File: config.mk
export PLATFORM = sky130hd
export DESIGN_NAME = audio_read_ctrl
export DESIGN_NICKNAME = d
export VERILOG_FILES = /design/src/rtl/audio_read_ctrl.sv
export SDC_FILE = /design/constraint.sdc
export NUM_CORES = 1
export LEC_CHECK = 0
export CAP_MARGIN = 20
export CORE_ASPECT_RATIO = 0.75
export CORE_MARGIN = 2
export CORE_UTILIZATION = 52
export CTS_BUF_LIST = sky130_fd_sc_hd__clkbuf_8
export DETAILED_ROUTE_END_ITERATION = 6
export PLACE_DENSITY = 0.82
export SYNTH_ARGS = -nofsm -noshare
export SYNTH_HDL_FRONTEND = slang
export SYNTH_SLANG_ARGS = --single-unit
export TNS_END_PERCENT = 10
File: constraint.sdc
create_clock -name clk_50 -period 7.21 [get_ports clk_50]
set_clock_uncertainty 0.05 [all_clocks]
set_input_delay 1.442 -clock clk_50 [delete_from_list [all_inputs] [get_ports clk_50]]
set_output_delay 1.442 -clock clk_50 [all_outputs]
set_load 0.05 [all_outputs]
File: src/rtl/audio_read_ctrl.sv
// Codec FIFO read sequencer with per-frame peak/loudness tracking.
// Build with AUDIO_STEREO_PEAK_EN defined to fold both channels into the peak.
module audio_read_ctrl #(
  parameter logic [23:0] THRESH_LO = 24'h00FFFF,
  parameter logic [23:0] THRESH_HI = 24'h3FFFFF,
  parameter int          CNT_W     = 16
) (
  input  logic             clk_50,
  input  logic             reset,
  input  logic             enable,
  input  logic             read_ready,
  input  logic [23:0]      left_in,
  input  logic [23:0]      right_in,
  input  logic             frame_tick,
  output logic             read,
  output logic             sample_valid,
  output logic [23:0]      sample_left,
  output logic [23:0]      sample_right,
  output logic [23:0]      peak,
  output logic [1:0]       level,
  output logic             peak_valid,
  output logic [CNT_W-1:0] sample_count,
  output logic             stale
);

  typedef enum logic [1:0] {IDLE, POP, GAP} state_t;

  state_t            state;
  logic              read_q;
  logic [23:0]       acc, acc_next, fold;
  logic [CNT_W-1:0]  cnt, cnt_next;
  logic [1:0]        level_next;

  function automatic logic [23:0] mag(input logic [23:0] s);
    if (!s[23])              return s;
    else if (s == 24'h800000) return 24'h7FFFFF;
    else                     return -s;
  endfunction

  // Reset must suppress a pop already registered for this cycle.
  assign read = read_q & ~reset;

`ifdef AUDIO_STEREO_PEAK_EN
  logic [23:0] mag_l, mag_r;
  assign mag_l = mag(sample_left);
  assign mag_r = mag(sample_right);
  assign fold  = (mag_l > mag_r) ? mag_l : mag_r;
`else
  assign fold  = mag(sample_left);
`endif

  always_comb begin
    acc_next = acc;
    cnt_next = cnt;
    if (state == POP) begin
      if (fold > acc) acc_next = fold;
      if (cnt != '1)  cnt_next = cnt + 1'b1;
    end
    level_next = 2'd0;
    if (acc_next >= THRESH_HI)      level_next = 2'd2;
    else if (acc_next >= THRESH_LO) level_next = 2'd1;
  end

  always_ff @(posedge clk_50) begin
    if (reset) begin
      state        <= IDLE;
      read_q       <= 1'b0;
      sample_valid <= 1'b0;
      sample_left  <= '0;
      sample_right <= '0;
      peak         <= '0;
      level        <= '0;
      peak_valid   <= 1'b0;
      sample_count <= '0;
      stale        <= 1'b0;
      acc          <= '0;
      cnt          <= '0;
    end else begin
      case (state)
        IDLE: begin
          if (enable && read_ready) begin
            sample_left  <= left_in;
            sample_right <= right_in;
            read_q       <= 1'b1;
            sample_valid <= 1'b1;
            state        <= POP;
          end
        end
        POP: begin
          read_q       <= 1'b0;
          sample_valid <= 1'b0;
          state        <= GAP;
        end
        GAP:     state <= IDLE;
        default: state <= IDLE;
      endcase

      // The sample folded in a tick cycle belongs to the frame being closed.
      if (frame_tick) begin
        peak         <= acc_next;
        level        <= level_next;
        sample_count <= cnt_next;
        stale        <= (cnt_next == '0);
        peak_valid   <= 1'b1;
        acc          <= '0;
        cnt          <= '0;
      end else begin
        peak_valid   <= 1'b0;
        acc          <= acc_next;
        cnt          <= cnt_next;
      end
    end
  end

endmodule

## Word-level counts from Yosys, hierarchy flattened

Cells that the tools add are included.

| operators by class | value |
|---|---|
| mux-type cells | 13 |
| add/sub/neg operators | 2 |
| $lt $le $gt $ge | 3 |
| reductions and logical operators | 7 |
| eq/ne operators | 4 |
| bitwise logic cells | 2 |

Operators by type and width:

| kind | number |
|---|---|
| 2-to-1 mux 24 bit | 4 |
| 2-to-1 mux 16 bit | 2 |
| equality test 24 bit (second input constant) | 1 |
| >= comparator 24 x 16 -> 1 bit (second input constant) | 1 |
| >= comparator 24 x 22 -> 1 bit (second input constant) | 1 |
| > comparator 24 bit | 1 |
| negation 24 bit | 1 |
| adder 16 x 1 -> 16 bit (second input constant) | 1 |
| zero test 16 bit | 1 |
| inequality test 16 bit (second input constant) | 1 |
| 2-to-1 mux 2 bit | 2 |
| case mux 2 bit (2 select lines) | 1 |
| AND reduction 2 bit | 2 |
| 2-to-1 mux 1 bit | 3 |
| equality test 2 x 1 -> 1 bit (second input constant) | 1 |
| zero test 2 bit | 1 |
| inequality test 2 bit (second input constant) | 1 |
| case mux 1 bit (2 select lines) | 1 |
| nonzero test 2 bit | 1 |
| OR reduction 2 bit | 1 |
| AND 1 bit | 1 |
| logical AND 1 bit | 1 |
| inverter 1 bit | 1 |

| word-level totals | value |
|---|---|
| input bits | 53 |
| logic and storage cells | 42 |
| output and inout port bits | 94 |
| flip-flop bits (word level) | 135 |

## Depth between registers and ports, before layout

| depth | value |
|---|---|
| depth in word-level cells | 9 |
| gate-level depth with buffers | 22 |
| gate-level depth less buffers | 16 |

## Least setup slack after synthesis

OpenSTA, ideal clock, no wires.

| timing path | value |
|---|---|
| path type | register -> register |
| from | register sample_left[0] |
| to | register level[0] |
| arrival | 5.231 ns |
| required time | 7.043 ns |
| setup time | 0.117 ns |
| buffers on the path | 6 |
| stages on the path, launching flop included | 22 |
| slack | 1.812 ns |
| clock period less this slack | 5.398 ns |
| cell sequence | dfxtp_1 clkbuf_1 inv_1 ha_1 buf_2 or4b_4 buf_6 or4_4 buf_6 nor3_1 a211oi_1 a31oi_1 ha_1 a21oi_1 nor2_1 a211oi_1 o211ai_1 o21ai_1 clkbuf_1 clkbuf_1 a21oi_1 a32o_1 |

| on the way | value |
|---|---|
| word-level cells in the longest chain between the ends | 9 |
| elaborated cells on any way between the ends | 11 |
| those cells by class | add/sub (1); order compare (3); eq/ne (1); mux (6) |

RTL lines:

| what | RTL line | source |
|---|---|---|
| from (decl) | 17 | `output logic [23:0] sample_left,` |
| from (signal assigned) | 82 | `sample_left <= left_in;` |
| negation 24 bit / equality test 24 bit (equally long branches) | 37, 36 |  |
| 2-to-1 mux 24 bit | 36 | `else if (s == 24'h800000) return 24'h7FFFFF;` |
| 2-to-1 mux 24 bit (*) | 35 | `if (!s[23]) return s;` |
| > comparator 24 bit | 56 | `if (fold > acc) acc_next = fold;` |
| 2-to-1 mux 24 bit (*) | 56 |  |
| 2-to-1 mux 24 bit (*) | 55 | `if (state == POP) begin` |
| >= comparator 24 x 16 -> 1 bit | 61 | `else if (acc_next >= THRESH_LO) level_next = 2'd1;` |
| 2-to-1 mux 1 bit | 61 |  |
| 2-to-1 mux 2 bit (*) | 60 | `if (acc_next >= THRESH_HI) level_next = 2'd2;` |
| to (signal assigned) | 101 | `level <= level_next;` |
| to (decl) | 20 | `output logic [1:0] level,` |

Mark *: on every way between the ends. The rest lies on a longest branch, timed or not.
A chain may end at the register's enable or synchronous reset.

## Worst setup path in the final report

| timing path | value |
|---|---|
| from | register sample_left[0] |
| to | register peak[11] |

| on the way | value |
|---|---|
| word-level cells in the longest chain between the ends | 6 |
| elaborated cells on any way between the ends | 7 |
| those cells by class | add/sub (1); order compare (1); eq/ne (1); mux (4) |

RTL lines:

| what | RTL line | source |
|---|---|---|
| negation 24 bit / equality test 24 bit (equally long branches) | 37, 36 |  |
| 2-to-1 mux 24 bit | 36 |  |
| 2-to-1 mux 24 bit (*) | 35 |  |
| > comparator 24 bit | 56 |  |
| 2-to-1 mux 24 bit (*) | 56 |  |
| 2-to-1 mux 24 bit (*) | 55 |  |
| to (signal assigned) | 100 | `peak <= acc_next;` |
| to (decl) | 19 | `output logic [23:0] peak,` |

Marks and branches as above.

==> results.yml <==
placed_design:
  place_inst: 1086
  place_hpwl_um: 12060
  routabilityCongestion: 0.8923
  portBuffers: 146
clocking:
  clock_path_buffers: 2
  holdBufCountCts: 0
  insertion_delay_ps: 440
  cts_tree: "yes"
  root_buffer: "clkbuf_8"
  path_clk_slew_ps: 70
  cts_setup_buffers: 0
  numCtsBuffers: 17
  cts_sinks: 135
  cts_resized: 0
  cts_max_level: 4
finish:
  final_cells: 1117
  final_cell_mix: "167 x nand2_1, 145 x clkdlybuf4s50_1, 135 x dfxtp_1, 71 x nor2_1, 65 x a21oi_1"
  drive_gt1_share_pct: 6.309
  num-nets-final: 1018
  nFillCells: 1027
  multi_input_area_um2: 3521
  final_common_cell: "nand2_1"
  area.growth.synth_to_final_pct: 29.34
  seqCellArea_um2: 2703
  num_antenna_cells: 0
setup_path:
  cp_data_required_time_ps: 7460
  max_stage_delay_ps: 660
  critPathCaptureType: "flop"
  worstPathArrival_ps: 6060
  crit_path_cell_trace: "inv_1, ha_1, or4b_4, or4_4, nor3_1, a211oi_1, a31oi_1, ha_1, a21oi_1, nor2_1, a211oi_1, o211ai_1, o21ai_2, buf_4, mux2_2, mux2i_1, nor2_1"
  crit_type: "reg2reg"
  r2r_slack_ps: 1400
  rr_startpoint: "sample_left[0]"
  critPathTopFamily: "simple AND/OR/NAND/NOR gates"
  startpoint_type: "flop"
  crit_fanout: 19
  reg2reg_depth: 17
  r2r-end: "peak[11]"
  cpMaxStageDelayCell: "o21ai_2"
  path_buf_inv: 2
floorplan:
  placeableCoreArea_um2: 12310
  die-height_um: 101.2
  ios: 147
  die_x_um: 133.6
  start_util_pct: 53.24
  rows: 35
  die_area_um2: 13520
synthesis:
  synth_fa_ha_area_share_pct: 4.966
  ys_seq_area_share_pct: 41.25
  synthesis.nets: 897
  ys_warn_count: 0
  synth.largest_area_cell: "dfxtp_1"
  async_flop_share_pct: 0
  synth_top_area_share_pct: 41.25
  synth_area_leaders: "dfxtp_1 41%, nand2_1 9.6%, a21oi_1 5.0%"
  synth_top_family_by_area: "simple AND/OR/NAND/NOR gates"
  synthSimpleGateAreaFrac_pct: 24.50
  synthCells: 818
  synthMuxAreaShare_pct: 6.322
  synth_edf_count: 0
  ys_types: 54
  avgSynthCellArea_um2: 8.009
  synth_area_um2: 6551
  ys.flop_type: "dfxtp_1"
  synth_compound_area_share_pct: 14.17
  synth_xor_area_share_pct: 3.610
  synth_seq_cells: 135
grt:
  grt_pass1_vias: 5370
  track_usage_pct: 25.02
  grt_overflow: 0
  grt_pass1_wl_um: 27100
  grt_max_degree: 72
  antenna_found_initial: 0
min_path:
  hold_depth: 2
  min_from: "sample_right[20]"
  hold_class: "reg2reg"
  min_to: "sample_right[20]"
sta:
  grt_setup_unrepaired: "false"
  slew_headroom_pct: 35.18
  fmax_mhz: 172.2
  tns_ps: 0
  slew_viol_final: 0
  finalSetupViolCount: 0
  worstMarginPinSlew_ps: 971.1
  fin_crit_ps: 5808
  timing.final.crit_share_pct: 80.56
  finalHoldViolations: 0
power_and_ir_drop:
  power_switching_mw: 0.5269
  switching_share_pct: 29.80
  p_leak_nw: 3.294
  p_clk_share_pct: 36.5
  powerDensity_nw_per_um2: 208.7
  power_frac_comb_pct: 19.0
  ir_worst_vdd_uv: 120.6
  intPower_mw: 1.241
  pwr-share-seq_pct: 44.5
route:
  drc: 0
  vias: 6067
  drtAntennaViolNets: 0
  wire_per_inst_um: 15.17
  viasPerCell: 5.432
  drt_wl_total_um: 16950
  drt_iter0_drc: 469
  first_pass_iters: 5
status:
  status: "completed"
run:
  cap_violations: 0
logic make-up after synthesis:
family / after synthesis
compound gates: 160
simple gates: 347
buf+inv: 83
fa+ha+maj: 26
mux: 40
xor+xnor: 27
flops: 135
worst reg2reg max path: cells and delay by family (launching register included):
family	cells	cell delay, ps
adders and majority gates	2	620
muxes	2	590
AOI/OAI and AO/OA	6	1640
DFF	1	390
buffers and inverters	2	480
and+or+nand+nor	5	1890
layer usage:
layer / part of all wire (%) / routed length (um) / vias to the layer above / track usage (%)
met5: 0 / 0 / - / 0
met4: 0.89 / 151 / 0 / 6.547
met3: 6.7 / 1134 / 12 / 5.305
met2: 43 / 7298 / 193 / 36.28
met1: 49 / 8363 / 2812 / 37.72
li1: - / - / 3050 / -
registers in the layout, indices dropped and copies added, names as in the netlist:
name / flops
state: 2
peak_valid: 1
cnt: 16
peak: 24
sample_left: 24
read_q: 1
level: 2
stale: 1
acc: 24
sample_count: 16
sample_right: 24
cell usage after synthesis, types with 13 or more instances:
cell / n
o21ai_0: 45
xor2_1: 18
inv_1: 30
nand3_1: 13
and2_1: 13
ha_1: 26
a21oi_1: 65
clkbuf_1: 42
nand2_1: 167
nand4_1: 15
nor2_1: 72
dfxtp_1: 135
mux2i_1: 29
through the flow:
| step | hold WS [ps] | setup slack, ps | total power, mW | area [um^2] | util, % |
|---|---|---|---|---|---|
| 2_1_floorplan | 452.0 | 1812 | 1.029 | 6551 | - |
| 3_3_place_gp | 382.8 | 1817 | 1.132 | 8068 | 65.56 |
| 3_5_place_dp | 392.6 | 1610 | 1.136 | 8068 | 65.56 |
| 4_1_cts | 407.7 | 1506 | 1.774 | 8473 | 68.86 |
| 5_1_grt | 422.7 | 1130 | 1.848 | 8473 | 68.86 |
| 6_report | 404.3 | 1402 | 1.768 | 8473 | 68.86 |
layout make-up:
type	instances	share of cell area, %
sequential	135	31.90
clock buffer	18	2.924
inverter	30	1.329
clock inverter	13	1.861
multi-input combinational	600	41.55
timing repair buffer	155	17.99
tap	166	2.451
power groups by stage:
stage,sequential (mW),combinational (mW),clock (mW)
final,0.787,0.336,0.644
after global routing,0.790,0.364,0.693
after CTS,0.787,0.334,0.653
after detailed placement,0.804,0.332,0
after global placement,0.803,0.328,0
after floorplan,0.857,0.172,0
how the worst max path moves through the flow:
stage	cells after the start	from	slack, ps	to
after global placement	17	sample_left[0]	1820	peak[4]
final	17	sample_left[0]	1400	peak[11]
after CTS	17	sample_left[0]	1510	peak[11]
after floorplan	21	sample_left[0]	1810	level[0]
after detailed placement	17	sample_left[0]	1610	peak[13]
after global routing	17	sample_left[0]	1130	peak[11]
No activity file was read; power rests on OpenSTA's default activity.
==> RTL change (config.mk and constraints unchanged) <==
The parameter `CNT_W` goes from 16 to 18.
--- a/src/rtl/audio_read_ctrl.sv
+++ b/src/rtl/audio_read_ctrl.sv
@@ -4,5 +4,5 @@
   parameter logic [23:0] THRESH_LO = 24'h00FFFF,
   parameter logic [23:0] THRESH_HI = 24'h3FFFFF,
-  parameter int          CNT_W     = 16
+  parameter int          CNT_W     = 18
 ) (
   input  logic             clk_50,
Ports: changed (resized sample_count); port bits go from 147 to 149. No check against the original RTL was run, so the function may have changed too.
==> RTL change against the unedited design <==
- sequential cell count up 4
- setup slack better by 0.45 ns
- synthesized area up 0.65%
- via count up 3.2%
- clock power down 8.2%
- synthesized cell count up 3.2%
- final area about the same
- power down 0.75%
- utilization down 0.30 points
- maximum frequency up 8.3%
- final cell count up 2.1%
- critical path depth down 3
- routed wire length up 5.7%
- critical endpoint is now level[1]
- largest cell class unchanged
==> RTL change: results <==
outcome:
  outcome: "finished clean"
global_routing:
  grt_use_met3: 0.07107
  grt_use_total: 0.2639
  grt_max_degree: 69
  grtUsageMet1: 0.3714
yosys:
  synthCells: 844
  synth.distinct_cells: 60
  synth_top_cells_by_area: "dfxtp_1 42%, nand2_1 10%, a21oi_1 5.2%, ha_1 4.9%, nor2_1 4.8%"
  ys_seq_area_frac: 0.4220
  synth_common_cells: "182 x nand2_1, 139 x dfxtp_1, 85 x nor2_1, 68 x a21oi_1, 57 x o21ai_0"
worst_setup_path:
  reg2reg_slack_ns: 1.85
  reg2reg_depth: 14
  endpoint: "level[1]"
  critPathMaxStageDelay_ns: 0.68
  cp.arrival_ns: 5.68
  crit_slowest_cell: "nor4_1"
  crit_start: "sample_left[4]"
power:
  p_switching_uw: 561.2
  leakage_nw: 3.278
  p_seq_uw: 816
  power_mw: 1.755
  peakVddDrop_v: 0.0001664
sta:
  fmax_ghz: 0.1865
  tightest_slew_ns: 0.9867
layout:
  drive_gt1_frac: 0.05231
placement:
  place_ws_ns: 1.996
  post_dp_cell_area_sq_um: 8104
route:
  wl_met3_microns: 1319
  met2_length_microns: 7774
  wire_per_inst_microns: 15.71
  num_vias: 6260
  first_iter_violations: 415
worst_hold_path:
  whs_endpoint: "peak[16]"
[RTL change: cell count changes in the layout (fill, tap and decap cells not counted), moves of 5 or more]
cell / delta
nor4_1: -5
nor2_1: +13
mux2i_1: -13
nand4_1: +6
and2_1: -11
nor3_1: -6
nand2_1: +15
o21ai_0: +12
mux2_2: -9
[RTL change: final cells by class]
class,instances,area [sq um]
multi-input cells,619,3476
clock buffers,17,234.0
clock inverters,15,127.6
flip-flops and latches,139,2783
repair buffers,154,1521
inverters,31,116.4
well taps,166,207.7
fillers,1026,3884
[RTL change: cell families after synthesis]
kind of cell             count (synthesis)  share of synthesized area
flip-flops                             139                     0.4220
buffers and inverters                   86                    0.05199
AND/OR/NAND/NOR                        366                     0.2497
adder cells (fa/ha/maj)                 26                    0.04934
XOR/XNOR                                29                    0.03852
AO/OA/AOI/OAI                          180                     0.1607
multiplexers                            18                    0.02770
